## src/rtl/vp_fetch_unit.sv

```systemverilog
// Instruction fetch sequencer: owns the PC, issues reads to a 1-cycle-latency
// instruction memory and hands words to the decoder through a one-entry skid buffer.
module vp_fetch_unit #(
  parameter int addr_w = 8,
  parameter int data_w = 15,
  parameter int op_w   = 4,
  parameter logic [op_w-1:0] HALT_OP = 4'hF
) (
  input  logic              clk,
  input  logic              rst_n,
  input  logic              start,
  input  logic [addr_w-1:0] start_addr,
  input  logic              redirect,
  input  logic [addr_w-1:0] redirect_addr,
  output logic [addr_w-1:0] addr_ins,
  input  logic [data_w-1:0] mem_data,
  output logic [data_w-1:0] instr_out,
  output logic [addr_w-1:0] instr_pc,
  output logic              instr_valid,
  input  logic              instr_ready,
  output logic              halted,
  output logic              busy
);

  typedef enum logic [1:0] {S_IDLE, S_RUN, S_HALT} state_t;

  state_t              r_state;
  logic [addr_w-1:0]   r_pc;
  logic                r_pend;
  logic [addr_w-1:0]   r_pend_pc;
  logic                r_skid_v;
  logic [data_w-1:0]   r_skid_data;
  logic [addr_w-1:0]   r_skid_pc;
  logic [data_w-1:0]   r_out;
  logic [addr_w-1:0]   r_out_pc;
  logic                r_valid;
  logic                r_halted;
  logic                r_busy;

  logic                w_out_stall;
  logic                w_out_free;
  logic                w_issue;
  logic                w_halt_hit;
  logic                w_flush;
  logic [addr_w-1:0]   w_pc_inc;
  logic [addr_w-1:0]   w_pend_inc;

  assign w_out_stall = r_valid && !instr_ready;
  assign w_out_free  = !w_out_stall;
  // Holding off issue while the output is stalled with a read in flight keeps
  // at most one word beyond the output register, so the skid cannot overflow.
  assign w_issue     = (r_state == S_RUN) && !r_skid_v && !(w_out_stall && r_pend);
  assign w_halt_hit  = (r_state == S_RUN) && r_pend &&
                       (mem_data[data_w-1 -: op_w] == HALT_OP);
  assign w_flush     = redirect && (r_state != S_IDLE);
  assign w_pc_inc    = r_pc + addr_w'(1);
  assign w_pend_inc  = r_pend_pc + addr_w'(1);

  // Control FSM: state, PC, outstanding read and status flags.
  always_ff @(posedge clk or negedge rst_n) begin
    if (!rst_n) begin
      r_state   <= S_IDLE;
      r_pc      <= '0;
      r_pend    <= 1'b0;
      r_pend_pc <= '0;
      r_halted  <= 1'b0;
      r_busy    <= 1'b0;
    end else begin
      r_pend <= 1'b0;
      if (w_issue) begin
        r_pend    <= 1'b1;
        r_pend_pc <= r_pc;
        r_pc      <= w_pc_inc;
      end
      case (r_state)
        S_IDLE: begin
          if (start) begin
            r_state  <= S_RUN;
            r_pc     <= start_addr;
            r_busy   <= 1'b1;
            r_halted <= 1'b0;
          end
        end
        S_RUN: begin
          if (redirect) begin
            r_pc   <= redirect_addr;
            r_pend <= 1'b0;
          end else if (w_halt_hit) begin
            r_state  <= S_HALT;
            r_pc     <= w_pend_inc;
            r_pend   <= 1'b0;
            r_busy   <= 1'b0;
            r_halted <= 1'b1;
          end
        end
        S_HALT: begin
          if (redirect) begin
            r_state  <= S_RUN;
            r_pc     <= redirect_addr;
            r_busy   <= 1'b1;
            r_halted <= 1'b0;
          end else if (start) begin
            r_state  <= S_RUN;
            r_pc     <= start_addr;
            r_busy   <= 1'b1;
            r_halted <= 1'b0;
          end
        end
        default: begin
          r_state  <= S_IDLE;
          r_busy   <= 1'b0;
          r_halted <= 1'b0;
        end
      endcase
    end
  end

  // Output register and skid buffer.
  always_ff @(posedge clk or negedge rst_n) begin
    if (!rst_n) begin
      r_skid_v    <= 1'b0;
      r_skid_data <= '0;
      r_skid_pc   <= '0;
      r_out       <= '0;
      r_out_pc    <= '0;
      r_valid     <= 1'b0;
    end else if (w_flush) begin
      r_skid_v <= 1'b0;
      r_valid  <= 1'b0;
    end else if (r_pend) begin
      if (w_out_free && !r_skid_v) begin
        r_out    <= mem_data;
        r_out_pc <= r_pend_pc;
        r_valid  <= 1'b1;
      end else if (w_out_free) begin
        r_out       <= r_skid_data;
        r_out_pc    <= r_skid_pc;
        r_valid     <= 1'b1;
        r_skid_data <= mem_data;
        r_skid_pc   <= r_pend_pc;
      end else begin
        r_skid_data <= mem_data;
        r_skid_pc   <= r_pend_pc;
        r_skid_v    <= 1'b1;
      end
    end else if (w_out_free) begin
      if (r_skid_v) begin
        r_out    <= r_skid_data;
        r_out_pc <= r_skid_pc;
        r_valid  <= 1'b1;
        r_skid_v <= 1'b0;
      end else begin
        r_valid <= 1'b0;
      end
    end
  end

  assign addr_ins    = r_pc;
  assign instr_out   = r_out;
  assign instr_pc    = r_out_pc;
  assign instr_valid = r_valid;
  assign halted      = r_halted;
  assign busy        = r_busy;

endmodule

```

## config.mk

```make
export PLATFORM = sky130hd
export DESIGN_NAME = vp_fetch_unit
export DESIGN_NICKNAME = d
export VERILOG_FILES = /design/src/rtl/vp_fetch_unit.sv
export SDC_FILE = /design/constraint.sdc
export NUM_CORES = 1
export LEC_CHECK = 0
export ABC_AREA = 1
export CELL_PAD_IN_SITES_DETAIL_PLACEMENT = 2
export CELL_PAD_IN_SITES_GLOBAL_PLACEMENT = 2
export CORE_AREA = 4 4 107 109
export CTS_CLUSTER_DIAMETER = 150
export DETAILED_ROUTE_END_ITERATION = 16
export DIE_AREA = 0 0 111 113
export DONT_BUFFER_PORTS = 1
export PLACE_DENSITY_LB_ADDON = 0.1
export SYNTH_ARGS = -nofsm -noshare
export SYNTH_HDL_FRONTEND = slang
export SYNTH_SLANG_ARGS = --single-unit
export TNS_END_PERCENT = 10
```

## constraint.sdc

```tcl
create_clock -name clk -period 1.8 [get_ports clk]
set_input_delay 0.54 -clock clk [delete_from_list [all_inputs] [get_ports clk]]
set_output_delay 0.54 -clock clk [all_outputs]
set_load 0.02 [all_outputs]
```

# == After elaboration in Yosys (flattened, before gate mapping) ==
# Cells that the tools add are included.
# classes
n_shift,0
div,0
n_reduce_logical,20
multipliers,0
mux,46
order_cmp,0
n_eq_ne,11
add_sub_neg,2
n_bitwise,2
# op_table
operator,n
$mux W8,10
$mux W15,5
$pmux W8 S3,1
$mux W1,23
$add A8 B1 Y8 const B,2
$logic_and A1 B1 Y1,8
$mux W2,4
$ne A2 B2 Y1 const B,3
$ne A3 B1 Y1 const B,2
$pmux W1 S3,2
$pmux W2 S3,1
$reduce_and A3 Y1,2
$eq A4 B4 Y1 const B,1
$logic_not A1 Y1,4
$reduce_and A2 Y1,2
$reduce_and A4 Y1,1
$reduce_bool A2 Y1,2
$ne A3 B2 Y1 const B,1
$ne A3 B3 Y1 const B,1
$eq A2 B1 Y1 const B,1
$eq A2 B2 Y1 const B,1
$logic_not A2 Y1,1
$ne A2 B1 Y1 const B,1
$not A1 Y1,2
# totals
out_inout_bits,34
latchBits,0
elab_cells,93
mem_count,0
mem_bits_rw,0
rom_bits,0
register_bits,69

# == Depth between registers and ports, before layout ==
# Gate-level depths: netlist of run 1.
# logic_depth
word_depth,9
depth_mapped,12
ltp_nobuf,12

# == Least setup slack after synthesis of run 1 ==
# Ideal clock, no wire load.
# synth_path
path_type,input to register
start,input port instr_ready
end,register r_skid_data[10]
required_ns,1.675
arrival_time_ns,1.453
setup_ns,0.125
setup_slack_ns,0.222
stages,6
path_cell_list,inv_1 > a21oi_2 > nor2_4 > nand2_2 > buf_6 > mux2_4
# synth_between
elab_chain_cells,6
# synth_lines
item,line_no,source
start: declaration,20,"input logic instr_ready,"
$logic_not A1 Y1,48,assign w_out_stall = r_valid && !instr_ready;
$logic_and A1 B1 Y1,48,
$logic_not A1 Y1,49,assign w_out_free = !w_out_stall;
$logic_and A1 B1 Y1,131,if (w_out_free && !r_skid_v) begin
$not A1 Y1 (no line),n/a,
$reduce_and A3 Y1 (no line),n/a,
end signal: assignment,139,r_skid_data <= mem_data;
end signal: assignment,142,r_skid_data <= mem_data;
end: declaration,32,logic [data_w-1:0] r_skid_data;
# Every way passes these cells.
# A chain may end at the register's enable or synchronous reset.

# == Worst setup path in the final report of run 1 ==
# layout_path
start,register r_state[1]
end,"register r_pc[7], in the netlist addr_ins[7]"
# layout_between
elab_chain_cells,7
elab_cells_between_ends,13
# layout_lines
item,line_no,source
start: declaration,27,state_t r_state;
start signal: assignment,62,r_state <= S_IDLE;
start signal: assignment,78,r_state <= S_RUN;
start signal: assignment,89,r_state <= S_HALT;
$eq A2 B1 Y1,"52, 53, 75",
$logic_and A1 B1 Y1 (2 in a row),52,assign w_issue = (r_state == S_RUN) && !r_skid_v && !(w_out_stall && r_pend);
$mux W8,70,if (w_issue) begin
"$mux W8, on equally long branches","77, 102, 88",
"$mux W8, on equally long branches","97, 85",
$pmux W8 S3 *,75,case (r_state)
end signal: assignment,79,r_pc <= start_addr;
end signal: assignment,99,r_pc <= redirect_addr;
end signal: assignment,104,r_pc <= start_addr;
end: declaration,28,logic [addr_w-1:0] r_pc;
# Every way passes the cells marked *; elsewhere a longest branch is shown, timed or not.

==> flow_metrics.env, run 1 <==
export IMPL_finClkSkew_ns=0.00663
export IMPL_dp_cells=623
export IMPL_r2r_cells=8
export IMPL_synth_cell_types=32
export IMPL_max_freq_ghz=0.590
export IMPL_status="complete, but fails checks"
export IMPL_wl_per_cell_um=19.7
export IMPL_cts_root_buf="clkbuf_8"
export IMPL_hold_class="primary input to async pin"
export IMPL_grt_usage_pct=20.9
export IMPL_synth_area_per_cell_sq_um=7.99
export IMPL_syn_area_sq_um=3830
export IMPL_pre_cts_ws_ns=0.0312
export IMPL_rsz0062_at_grt="yes"
export IMPL_die_y_um=113
export IMPL_cp_arrival_ns=1.92
export IMPL_start_util_pct=36.1
export IMPL_rrSetupSlack_ns=0.10
export IMPL_drt_iter0_drc=126
export IMPL_diodes=0
export IMPL_fin_nets=542
export IMPL_layout_setup_ws_ns=0.104
export IMPL_drtPass1Iterations=4
export IMPL_cp_num_buf_inv=2
export IMPL_violations="negative hold slack"
export IMPL_timing_rr_end="addr_ins[7]"
export IMPL_final_cells=649
export IMPL_setup_viol=0
export IMPL_power_density_nw_per_um2=1950
export IMPL_cts_tree="built"
export IMPL_whs_ns=-0.128
export IMPL_netlist_instances=479
export IMPL_htree_levels=3
export IMPL_die_area_sq_um=12500
export IMPL_crit_path_max_fanout=5
export IMPL_relSlewSlack_pct=73.5
export IMPL_clk_path_buf_depth=2
export IMPL_cp_required_ns=2.03
export IMPL_final_period_utilization_pct=94.2
export IMPL_ys_warnings_count=0
export IMPL_grt_pass1_wl_mm=21.0
export IMPL_cts_clk_slew_worst_paths_ns=0.08
export IMPL_synth_top_area_cell="dfrtp_1"
export IMPL_portBuffers=0
export IMPL_finalWirelength_mm=12.8
export IMPL_num_vias=3465
export IMPL_maxCapViolCount=0
export IMPL_cts_sinks=69
export IMPL_max_stage_delay_ns=0.42
export IMPL_synthTopCellsByArea="dfrtp_1 (45%), nand2_1 (12%), nand3_1 (8.6%), mux2_4 (6.3%), nor2_1 (6.3%)"
export IMPL_crit_type="register to register"
export IMPL_clock_insertion_delay_worst_skew_ns=0.35
export IMPL_cp_top_family="simple AND/OR/NAND/NOR gates"
export IMPL_cp_slowest_cell="dfrtp_1"
export IMPL_netlist_area_leader_share_pct=45.1
export IMPL_yosysSeqAreaShare_pct=45.1
export IMPL_hold_viol=69
export IMPL_num_rows=38
export IMPL_cp_start_kind="register"
export IMPL_final_core_util_pct=42.0
export IMPL_io_pins=70
export IMPL_ir_drop_mv=0.591
export IMPL_avgViaCountPerCell=5.34
export IMPL_antenna_found_initial=0
export IMPL_cts_buffers=9
export IMPL_drive_gt1_share_pct=19.1
export IMPL_dp_hpwl_mm=9.03
export IMPL_drv_slew=0
export IMPL_dieWidth_um=111
export IMPL_post_route_drc_count=0
export IMPL_syn_nets=517
export IMPL_globalRoute_totalOverflow=0
export IMPL_path_cells="inv_2 > nand2_4 > nor3_4 > nand2_2 > inv_2 > nand3_1 > nand3_1 > nand4_1"
export IMPL_syn_to_final_growth_pct=16.3
export IMPL_grt_pass1_vias=3860
export IMPL_ys_ff_latch=69
export IMPL_core_sq_um=10600
export IMPL_cp_end_kind="register"
export IMPL_postRouteAntennaNets=0
export IMPL_gp_congestion=0.819
export IMPL_fin_crit_ns=1.70
export IMPL_power_leakage_nw=2.12
export IMPL_r2r_start="r_state[1]"
export IMPL_tightest_slew_ns=0.396
export IMPL_grt_max_degree=70
## metal layers
metal / share of wire (%) / vias up / global-route usage (%) / routed length [um]
met5: 0 / - / 0 / 0
met4: 1.3 / 0 / 5.83 / 164
met2: 51 / 77 / 35.7 / 6460
li1: - / 1631 / - / -
met1: 43 / 1744 / 26.1 / 5510
met3: 5.1 / 13 / 5.56 / 648
## worst max path at each step
stage                startpoint              end  slack, ns  cells past startpoint
finish               r_state[1]      addr_ins[7]       0.10                      8
global route         r_state[1]      instr_pc[0]      -0.03                      8
CTS                  r_state[1]      addr_ins[0]       0.05                     12
detailed placement  instr_ready      addr_ins[0]       0.03                     11
global placement    instr_ready      addr_ins[5]       0.11                     10
floorplan           instr_ready  r_skid_data[10]       0.22                      6
## logic make-up after synthesis
logic type	Yosys count	share of synthesized area, %
buf+inv	55	6.93
compound gates	54	8.07
flops	69	45.1
xor+xnor	3	0.687
simple gates	280	32.3
mux	16	6.28
fa+ha+maj	2	0.654
## power breakdown
group / internal, mW / total [mW] / leakage (nW) / switching [mW]
Clock: 0.753 / 1.39 / 0.106 / 0.637
Combinational: 1.64 / 3.88 / 1.20 / 2.24
Sequential: 2.31 / 3.38 / 0.822 / 1.07
Total: 4.70 / 8.66 / 2.12 / 3.95
## layout make-up
type | instances | area, sq um
repair buffers | 36 | 337
fillers | 1225 | 6150
well taps | 140 | 175
multi-input cells | 356 | 1880
clock buffers | 13 | 169
flip-flops and latches | 69 | 1730
clock inverters | 3 | 42.5
inverters | 32 | 125
## sequential cells by signal, summed over array words and instances, names as in the netlist
signal and count:
instr_out 15, r_skid_data 15, addr_ins 8, instr_pc 8, r_pend_pc 8, r_skid_pc 8
r_state 2, busy 1, halted 1, instr_valid 1, r_pend 1, r_skid_v 1
## through the flow
stage	hold WS (ns)	power [mW]	TNS (ns)	area, sq um
finish	-0.128	8.66	0	4450
global route	-0.162	9.43	-0.0666	4450
CTS	-0.151	8.53	0	4340
detailed placement	0.246	7.10	0	4130
global placement	0.246	6.83	0	4130
floorplan	0.244	5.80	0	3830
## synth_stat cells
| master | n |
|---|---|
| nand3_1 | 66 |
| o221ai_1 | 1 |
| a21oi_2 | 1 |
| xor2_1 | 2 |
| nor2_4 | 3 |
| mux2_4 | 16 |
| clkbuf_1 | 10 |
| nand3b_1 | 1 |
| inv_1 | 26 |
| nand2_2 | 7 |
| buf_4 | 2 |
| buf_6 | 4 |
| dfrtp_1 | 69 |
| nand2_1 | 124 |
| or2_2 | 3 |
| o21ai_1 | 13 |
| xnor2_1 | 1 |
| nand2_4 | 2 |
| o21ai_0 | 12 |
| o31ai_1 | 1 |
| inv_2 | 4 |
| clkinv_1 | 1 |
| buf_2 | 6 |
| nand4_1 | 7 |
| inv_4 | 1 |
| ha_1 | 2 |
| nor2_2 | 2 |
| a21oi_1 | 3 |
| buf_8 | 1 |
| nor3_4 | 1 |
| nor2_1 | 64 |
| a31oi_1 | 23 |
## placed cells by master, fill, tap and decap left out, types with 2 or more instances in the layout
master,n
o21ai_0,12
nand2_4,2
inv_2,4
nand4_1,7
nor2_4,4
nand2_1,122
clkbuf_8,12
buf_12,5
nand3_1,65
mux2_4,16
or2_2,3
buf_4,30
inv_1,26
a21oi_1,3
o21ai_1,13
nor2_2,2
xor2_1,2
nor2_1,63
dfrtp_1,69
nand2_2,9
a31oi_1,23
## timing repair
action | in CTS | in global routing
endpoints found under the setup margin | 0 | 7
buffers inserted | 0 | 9
endpoints found under the hold margin | 69 | 69
resized for setup | 0 | 7
Note: power is estimated with default switching activity, not from simulation.
==> run 2, diff against run 1 <==
Settings changed: CORE_AREA 4 4 107 109 to 2 2 105 107, DIE_AREA 0 0 111 113 to 0 0 107 109.
==> run 2 against run 1 <==
The flow still finishes with violations (negative hold slack); critical path type unchanged; critical endpoint is now addr_ins[0]; worst setup slack better by 0.035 ns; sequential power about the same; highest routed layer unchanged; via count down 3.0%; clock skew up 0.0061 ns; first-iteration DRC count down 17%; cell area down 2.6%; clock-buffer cell count down 2.
==> flow_metrics.env, run 2 (synthesis gave the netlist of run 1 again) <==
export IMPL_status="complete, but fails checks"
export IMPL_violations="negative hold slack"
export IMPL_power_leakage_nw=2.05
export IMPL_place_area_sq_um=4080
export IMPL_layout_setup_ws_ns=0.139
export IMPL_hold_viol=69
export IMPL_cp_start_kind="register"
export IMPL_dp_hpwl_mm=8.49
export IMPL_cts_tree="built"
export IMPL_postRouteAntennaNets=0
export IMPL_die_y_um=109
export IMPL_cts_buffers=9
export IMPL_hold_class="primary input to async pin"
export IMPL_drtPass1Iterations=4
export IMPL_fillers=1260
export IMPL_fin_nets=528
export IMPL_finalWirelength_mm=11.9
export IMPL_tightest_slew_ns=0.411
export IMPL_die_area_sq_um=11700
export IMPL_r2r_cells=12
export IMPL_pre_cts_ws_ns=0.0142
export IMPL_power_mw=8.41
export IMPL_crit_type="register to register"
export IMPL_drive_gt1_share_pct=16.8
export IMPL_io_pins=70
export IMPL_r2r_start="r_state[1]"
export IMPL_clock_insertion_delay_worst_skew_ns=0.36
export IMPL_cts_clk_slew_worst_paths_ns=0.08
export IMPL_cp_required_ns=2.03
export IMPL_setup_viol=0
export IMPL_cp_end_kind="register"
export IMPL_portBuffers=0
export IMPL_grt_pass1_wl_mm=19.2
export IMPL_cts_sinks=69
export IMPL_seqCellArea_sq_um=1730
export IMPL_power_density_nw_per_um2=1940
export IMPL_grt_max_degree=70
export IMPL_wl_per_cell_um=18.7
export IMPL_htree_levels=3
export IMPL_max_freq_ghz=0.602
export IMPL_dieWidth_um=107
export IMPL_mostFrequentLayoutCell="nand2_1"
export IMPL_core_sq_um=10600
export IMPL_post_route_drc_count=0
export IMPL_clk_path_buf_depth=2
export IMPL_syn_to_final_growth_pct=13.3
export IMPL_gp_congestion=0.797
export IMPL_finClkSkew_ns=0.0128
export IMPL_timing_rr_end="addr_ins[0]"
export IMPL_final_cell_area_sq_um=4340
export IMPL_grt_pass1_vias=3643
export IMPL_start_util_pct=36.1
export IMPL_crit_path_max_fanout=11
export IMPL_num_rows=38
export IMPL_whs_ns=-0.136
export IMPL_maxCapViolCount=0
export IMPL_drv_slew=0
export IMPL_globalRoute_totalOverflow=0
export IMPL_final_period_utilization_pct=92.3
export IMPL_fin_crit_ns=1.66
export IMPL_cp_arrival_ns=1.89
export IMPL_ir_drop_mv=0.570
export IMPL_drt_iter0_drc=104
export IMPL_grt_usage_pct=21.5
export IMPL_final_cell_mix="nand2_1 (122), dfrtp_1 (67), nand3_1 (66), nor2_1 (63), inv_1 (26)"
export IMPL_diodes=0
export IMPL_cts_root_buf="clkbuf_8"
export IMPL_relSlewSlack_pct=72.6
export IMPL_antenna_found_initial=0
export IMPL_multi_input_area_sq_um=1860
export IMPL_avgViaCountPerCell=5.29
export IMPL_num_vias=3361
export IMPL_rrSetupSlack_ns=0.14
## run 2: changes by cell type in the layout (fill, tap and decap cells not counted), moves of 2 or more
cell / before / now
dfrtp_1: 69 / 67
clkbuf_8: 12 / 10
buf_4: 30 / 19
dfrtp_2: 0 / 2
## run 2: how the worst max path moves through the flow
stage	from	end	slack (ns)	depth (start not counted)
after floorplan	instr_ready	r_skid_data[10]	0.22	6
after global placement	instr_ready	addr_ins[0]	0.04	11
after detailed placement	instr_ready	addr_ins[0]	0.01	11
after CTS	r_state[1]	addr_ins[0]	0.01	12
after global routing	r_state[1]	addr_ins[5]	-0.007	11
final	r_state[1]	addr_ins[0]	0.14	12
## run 2: routing by layer
metal  track usage [%]  wire length (um)  share of wire (%)
met1              25.3              5050                 43
met3              4.06               564                4.8
met2              39.3              6130                 52
met4              7.24               124                1.0
met5                 0                 0                  0
## run 2: area by class of cell
class                      count  share of cell area [%]
timing repair buffer          23                    5.14
clock buffer                  11                    3.26
sequential                    69                    39.9
inverter                      32                    2.94
multi-input combinational    355                    42.8
clock inverter                 5                    1.93
tap                          140                    4.04
## run 2: what timing repair did
action,CTS,global route
endpoints found under the hold margin,69,69
setup buffers,0,2
pin swaps,0,1
endpoints found under the setup margin,1,5
gates resized for setup,1,6
## run 2: critical path, stage by stage (launching register included)
cell and delay (ns):
dfrtp_2 0.43, inv_2 0.10, nand2_4 0.08, nor2_4 0.18, nand2_8 0.13, inv_8 0.12, nand2_2 0.08, nand2_2 0.08
nand2_1 0.07, nand2_1 0.08, nand2_1 0.05, nand2_1 0.06, nand4_1 0.08
## run 2: power breakdown
part / internal [mW] / switching [mW]
clock: 0.821 / 0.659
combinational: 1.44 / 2.12
sequential: 2.32 / 1.05
total: 4.58 / 3.83
## run 2: metrics by stage
step	util, %	instances	TNS (ns)
3_5_place_dp	38.4	617	0
3_3_place_gp	38.4	617	0
4_1_cts	40.6	633	0
6_report	40.9	635	0
5_1_grt	40.9	635	-0.00681
2_1_floorplan	-	479	0
